## src/rtl/mem_timing_pkg.sv

```systemverilog
`default_nettype none
// +----------------------------------------------------------------------+
// | Package     : mem_timing_pkg                                         |
// | Description : Shared widths, counter sizing helper and phase-train   |
// |               bundle type for the LVDC memory timing generator.      |
// | Revision    : 1.0 - initial release                                  |
// +----------------------------------------------------------------------+
package mem_timing_pkg;

   // Default pulse widths in clocks at 100 MHz (2500 ns and 1500 ns).
   localparam int P2_CYC_DEF = 250;
   localparam int P3_CYC_DEF = 150;

   // Counter width able to hold the value 'width'.
   function automatic int cnt_w(input int width);
      return $clog2(width + 1);
   endfunction

   // One three-phase pulse train (read or store).
   typedef struct packed {
      logic p1;
      logic p2;
      logic p3;
   } phase_t;

endpackage : mem_timing_pkg
`default_nettype wire

```

## src/rtl/mcd_oneshot.sv

```systemverilog
`default_nettype none
// +----------------------------------------------------------------------+
// | Module      : mcd_oneshot                                            |
// | Description : Falling-edge one-shot. A 1->0 transition on 'a' makes  |
// |               'y' high for exactly WIDTH cycles, starting in the     |
// |               same cycle in which 'a' is first seen low.             |
// | Options     : MCD_RETRIGGER_EN - a trigger while active reloads the  |
// |               counter; otherwise such a trigger is dropped.          |
// | Revision    : 1.0 - initial release                                  |
// +----------------------------------------------------------------------+
module mcd_oneshot
   import mem_timing_pkg::*;
#(
   parameter int WIDTH = P2_CYC_DEF   // pulse width in clocks, must be >= 1
) (
   input  logic clk,
   input  logic rst,
   input  logic a,
   output logic y
);

   localparam int            CW     = cnt_w(WIDTH);
   // The trigger cycle itself is covered by 'fire', so the counter only
   // has to account for the remaining WIDTH-1 cycles.
   localparam logic [CW-1:0] RELOAD = CW'(WIDTH - 1);

   logic          a_prev_q, a_prev_d;
   logic [CW-1:0] cnt_q, cnt_d;
   logic          fire;
   logic          active;

   // Edge detect, counter update and output; 'y' is combinational so the
   // pulse abuts the end of the driving pulse with no gap cycle.
   always_comb begin
      fire     = a_prev_q & ~a;
      active   = (cnt_q != '0);
      a_prev_d = a;
      cnt_d    = cnt_q;
      if (active) begin
         cnt_d = cnt_q - 1'b1;
      end
`ifdef MCD_RETRIGGER_EN
      if (fire) begin
         cnt_d = RELOAD;
      end
`else
      if (fire && !active) begin
         cnt_d = RELOAD;
      end
`endif
      y = fire | active;
   end

   // State register: previous input sample and remaining-width counter.
   always_ff @(posedge clk) begin
      if (rst) begin
         a_prev_q <= 1'b0;
         cnt_q    <= '0;
      end else begin
         a_prev_q <= a_prev_d;
         cnt_q    <= cnt_d;
      end
   end

endmodule : mcd_oneshot
`default_nettype wire

```

## src/rtl/mem_read_timing.sv

```systemverilog
`default_nettype none
// +----------------------------------------------------------------------+
// | Module      : mem_read_timing                                        |
// | Description : Read/store timing-pulse generator for one LVDC memory  |
// |               module: three-phase read and store pulse trains, gated |
// |               sense strobe and X/Y error-detect enables.             |
// | Options     : MCD_RETRIGGER_EN - phase-2/3 one-shots re-trigger on a |
// |               new edge while active (see mcd_oneshot).               |
// | Revision    : 1.0 - initial release                                  |
// +----------------------------------------------------------------------+
module mem_read_timing
   import mem_timing_pkg::*;
#(
   parameter int P2_CYC = P2_CYC_DEF,   // phase-2 width in clocks, >= 1
   parameter int P3_CYC = P3_CYC_DEF    // phase-3 width in clocks, >= 1
) (
   input  logic clk,
   input  logic rst,
   input  logic MmSYNCV,
   input  logic AnRDMV,
   input  logic AnRDMVN,
   input  logic AnINHBSV,
   output logic MmRDP1,
   output logic MmRDP2,
   output logic MmRDP3,
   output logic MmSTRP1,
   output logic MmSTRP2,
   output logic MmSTRP3,
   output logic MmSTROB,
   output logic EDmX,
   output logic EDmY
);

   logic   rdp1_q, rdp1_d;
   logic   strp1_q, strp1_d;
   logic   rdp2, rdp3;
   logic   strp2, strp3;
   phase_t rd_ph, st_ph;

   // Phase 1: sync qualified by read or write mode.
   always_comb begin
      rdp1_d  = MmSYNCV & AnRDMV;
      strp1_d = AnRDMVN & MmSYNCV;
   end

   // Phase-1 registers; reset overrides any request on the same edge.
   always_ff @(posedge clk) begin
      if (rst) begin
         rdp1_q  <= 1'b0;
         strp1_q <= 1'b0;
      end else begin
         rdp1_q  <= rdp1_d;
         strp1_q <= strp1_d;
      end
   end

   // Read chain: RDP1 -> RDP2 -> RDP3.
   mcd_oneshot #(.WIDTH(P2_CYC)) u_rdp2 (
      .clk (clk),
      .rst (rst),
      .a   (rdp1_q),
      .y   (rdp2)
   );

   mcd_oneshot #(.WIDTH(P3_CYC)) u_rdp3 (
      .clk (clk),
      .rst (rst),
      .a   (rdp2),
      .y   (rdp3)
   );

   // Store chain: STRP1 -> STRP2 -> STRP3, independent of the read chain.
   mcd_oneshot #(.WIDTH(P2_CYC)) u_strp2 (
      .clk (clk),
      .rst (rst),
      .a   (strp1_q),
      .y   (strp2)
   );

   mcd_oneshot #(.WIDTH(P3_CYC)) u_strp3 (
      .clk (clk),
      .rst (rst),
      .a   (strp2),
      .y   (strp3)
   );

   // Output stage: pulse trains, gated strobe and error-detect enables.
   always_comb begin
      rd_ph   = '{p1: rdp1_q,  p2: rdp2,  p3: rdp3};
      st_ph   = '{p1: strp1_q, p2: strp2, p3: strp3};
      MmRDP1  = rd_ph.p1;
      MmRDP2  = rd_ph.p2;
      MmRDP3  = rd_ph.p3;
      MmSTRP1 = st_ph.p1;
      MmSTRP2 = st_ph.p2;
      MmSTRP3 = st_ph.p3;
      MmSTROB = rd_ph.p3 & ~AnINHBSV;
      EDmX    = rd_ph.p3 | st_ph.p3;
      EDmY    = rd_ph.p3 | st_ph.p3;
   end

endmodule : mem_read_timing
`default_nettype wire

```

## config.mk

```make
export PLATFORM = sky130hd
export DESIGN_NAME = mem_read_timing
export DESIGN_NICKNAME = d
export VERILOG_FILES = /design/src/rtl/mem_timing_pkg.sv /design/src/rtl/mcd_oneshot.sv /design/src/rtl/mem_read_timing.sv
export SDC_FILE = /design/constraint.sdc
export NUM_CORES = 1
export LEC_CHECK = 0
export CORE_UTILIZATION = 40
export DETAILED_ROUTE_END_ITERATION = 16
export GPL_ROUTABILITY_DRIVEN = 0
export REMOVE_ABC_BUFFERS = 1
export SYNTH_ARGS = -nofsm -noshare
export SYNTH_HDL_FRONTEND = slang
export SYNTH_SLANG_ARGS = --single-unit
```

## constraint.sdc

```tcl
create_clock -name clk -period 3.5 [get_ports clk]
set_input_delay 0.35 -clock clk [delete_from_list [all_inputs] [get_ports clk]]
set_output_delay 0.35 -clock clk [all_outputs]
set_load 0.02 [all_outputs]
```

==> flow_summary.yaml, run 1 <==
synthesis:
  yosysUniqueCellTypes: 49
  muxShareOfSynthArea_pct: 0.5330
  synth_xor_xnor_area_share_pct: 2.798
  yosys.area_share.adder_pct: 5.330
  yosys.area_share.simple_pct: 25.98
  synth_top_family_by_area: "simple AND/OR/NAND/NOR gates"
  synth_cells: 208
  syn_area_um2: 1878
  ys_warn_count: 0
  synth_compound_area_share_pct: 20.25
  seq_area_frac_synth_pct: 40.51
  ys_seq_elements: 38
  synth.avg_cell_area_um2: 9.029
power:
  p_seq_share_pct: 34.3
  p_int_mw: 1.314
  clkPwrFrac_pct: 13.4
  vdd_drop_max_v: 0.0004121
  netSwitchingFraction_pct: 43.12
  power_frac_comb_pct: 52.3
  switching_power_mw: 0.9959
  p_leak_nw: 0.7991
  p_per_area_nw_per_um2: 1077
worst_setup_path:
  cp_cell_sequence: "inv_1, ha_1, nor3b_1, and3_1, a21oi_1, nand3_1, clkdlybuf4s50_1"
  crit_required_ns: 3.15
  path_max_fanout: 7
  cp.arrival_ns: 2.65
  crit_type: "reg -> out"
  startpoint_type: "flip-flop"
  cp_top_family: "simple AND/OR/NAND/NOR gates"
  cp_slowest_cell: "clkdlybuf4s50_1"
  cp_num_buf_inv: 2
  crit_path_max_incr_delay_ns: 0.61
  end_kind: "primary output"
sta:
  rsz0062_at_grt: "false"
  worstMarginPinSlew_ns: 0.7602
  final.setup.tns_ns: 0
  slew_viol_final: 0
  maxSlewHeadroom_pct: 49.16
  hold_viol_final: 0
  worst_slack_ns: 0.4966
  setup_viol: 0
  skew_ns: 0.008439
  fin_crit_sh_pct: 85.81
  whs_ns: 0.4886
  fmax_mhz: 333.0
  fin_crit_ns: 3.003
floorplanning:
  ios: 15
  rows: 24
  dieWidth_um: 70.52
  die_h_um: 70.52
  initial_utilization_pct: 42.26
  core_area_um2: 4444
  dieArea_um2: 4973
grt:
  grt_pass1_vias: 1365
  overflow: 0
  grt_util_all_layers_pct: 15.45
  antenna_found_initial: 0
  grt_pass1_wl_um: 6141
  grt_max_degree: 21
clock_network:
  cts_hold_repair.buffers: 0
  cts_buffer_depth: 2
  cts-htree-levels: 2
  cts_root_buf: "clkbuf_8"
  cts_setup_buffers: 0
  clkTransAtPathRegs_ns: 0.06
  cts_buffers: 5
  cts.repair.resized: 0
  cts_tree: "yes"
  clk_latency_ns: 0.29
  clkSinkCount: 38
placed_design:
  post_dp_cell_area_um2: 2053
  port_buffers: 14
  place_ws_ns: 0.8331
  dp_hpwl_um: 2474
run_status:
  violations: "DRC"
  status: "finished with violations"
detailed_routing:
  vias: 1511
  ant_nets: 0
  wl_per_cell_um: 12.86
  drtIter0Drc: 96
  wl_um: 3536
  detail_route.first_pass.iterations: 12
  vias_per_cell: 5.495
  drc: 4
cells_and_area:
  postLayoutCoreUtil_pct: 48.25
  antenna_cells: 0
  area_growth_syn_to_layout_pct: 14.19
  drive_gt1_share_pct: 8.520
  final_area_um2: 2145
  final_nets: 236
  fillCellCount: 436
min_path:
  hp-class: "reg -> reg"
flow_run:
  max_cap_viol_count: 0
-- cell usage after synthesis, drive strengths merged --
master	instances	area share [%]
nor4	3	2.1
nand2b	4	1.3
clkbuf	6	1.2
mux2i	1	0.53
a21oi	15	4.0
a31oi	5	1.7
nand3	7	2.1
inv	13	2.6
a21o	2	0.80
a31o	1	0.47
and2	1	0.33
xor2	1	0.47
nor2	19	3.8
or3	3	1.0
o21a	2	0.80
nand2	7	1.4
o31ai	1	0.40
xnor2	5	2.3
nor4b	2	1.3
or3b	2	0.93
dfxtp	38	41
buf	2	0.80
and4b	1	0.53
a311oi	6	2.8
or4	3	1.4
o21ai	4	1.1
nor3b	6	2.7
and3b	2	0.93
ha	8	5.3
and4	1	0.47
nand4	1	0.33
a41oi	1	0.47
nor3	10	2.9
a211oi	14	5.6
o21ba	1	0.53
a21boi	1	0.40
nor2b	3	1.0
and3	3	1.0
a221oi	2	1.3
nand3b	1	0.40
-- cells by family (layout without fill, tap and decap cells) --
group,after synthesis,after routing
flops,38,38
mux,1,1
simple gates,79,79
fa+ha+maj,8,8
xor+xnor,6,6
buf+inv,21,36
compound gates,55,55
-- per-stage QoR --
step           total power [mW]  instances
2_1_floorplan             1.703        200
3_3_place_gp              1.997        267
3_5_place_dp              2.002        267
4_1_cts                   2.323        275
5_1_grt                   2.531        275
6_report                  2.310        275
-- routing by layer --
| metal | wire length (µm) | track usage (%) | up-vias | part of all wire, % |
|---|---|---|---|---|
| met5 | 0 | 0 | - | 0 |
| met4 | 40 | 6.122 | 0 | 1.1 |
| met3 | 144 | 3.896 | 6 | 4.1 |
| met2 | 1546 | 24.49 | 33 | 44 |
| met1 | 1805 | 20.14 | 679 | 51 |
| li1 | - | - | 793 | - |
-- power by group through the flow --
| stage | sequential, mW | combinational [mW] | clock [mW] |
|---|---|---|---|
| 6_report | 0.793 | 1.21 | 0.309 |
| 2_1_floorplan | 0.760 | 0.942 | 0 |
| 3_3_place_gp | 0.800 | 1.20 | 0 |
| 5_1_grt | 0.823 | 1.37 | 0.335 |
| 3_5_place_dp | 0.799 | 1.20 | 0 |
| 4_1_cts | 0.791 | 1.21 | 0.321 |
-- flip-flops by register name, summed over array words and instances (netlist names) --
signal / cells
MmRDP1: 1
MmSTRP1: 1
u_rdp2.a_prev_q: 1
u_rdp2.cnt_q: 8
u_rdp3.a_prev_q: 1
u_rdp3.cnt_q: 8
u_strp2.a_prev_q: 1
u_strp2.cnt_q: 8
u_strp3.a_prev_q: 1
u_strp3.cnt_q: 8
-- layout by cell type (no fill, tap or decap), types with 2 or more instances in the layout --
master / instances
dfxtp_1: 38
nor2_1: 19
a21oi_1: 15
a211oi_1: 14
clkdlybuf4s50_1: 14
inv_1: 13
nor3_1: 9
ha_1: 8
nand2_1: 7
nand3_1: 6
a311oi_1: 6
clkbuf_8: 6
nor3b_1: 5
xnor2_1: 5
a31oi_1: 5
nand2b_1: 4
o21ai_0: 4
nor2b_1: 3
and3_1: 3
or3_1: 3
a21o_1: 2
o21a_1: 2
and3b_1: 2
or4_1: 2
-- worst paths after layout --
check | from | to | slack, ns | cells past startpoint
min reg2reg | MmRDP1$_SDFF_PP0_ | u_rdp2.a_prev_q$_SDFF_PP0_ | 0.49 | 1
max reg2reg | u_rdp2.cnt_q[0]$_SDFFE_PP0P_ | u_rdp3.cnt_q[4]$_SDFFE_PP0P_ | 1.57 | 6
min | MmRDP1$_SDFF_PP0_ | u_rdp2.a_prev_q$_SDFF_PP0_ | 0.49 | 1
max | u_rdp2.cnt_q[0]$_SDFFE_PP0P_ | EDmX | 0.50 | 7
-- final cells by class --
| cell class | count | area, µm² | share of cell area [%] |
|---|---|---|---|
| multi-input cells | 149 | 1031 | 48.07 |
| flip-flops and latches | 38 | 760.7 | 35.47 |
| repair buffers | 15 | 147.6 | 6.884 |
| clock buffers | 7 | 86.33 | 4.026 |
| well taps | 52 | 65.06 | 3.034 |
| inverters | 13 | 48.80 | 2.275 |
| clock inverters | 1 | 5.005 | 0.2334 |
(Power assumes the default switching activity.)
==> run 2, diff against run 1 <==
Settings changed: SKIP_LAST_GASP from default to 1.
==> results of run 2 <==
Same layout as run 1: the final DEF is identical, and so are final timing and power.
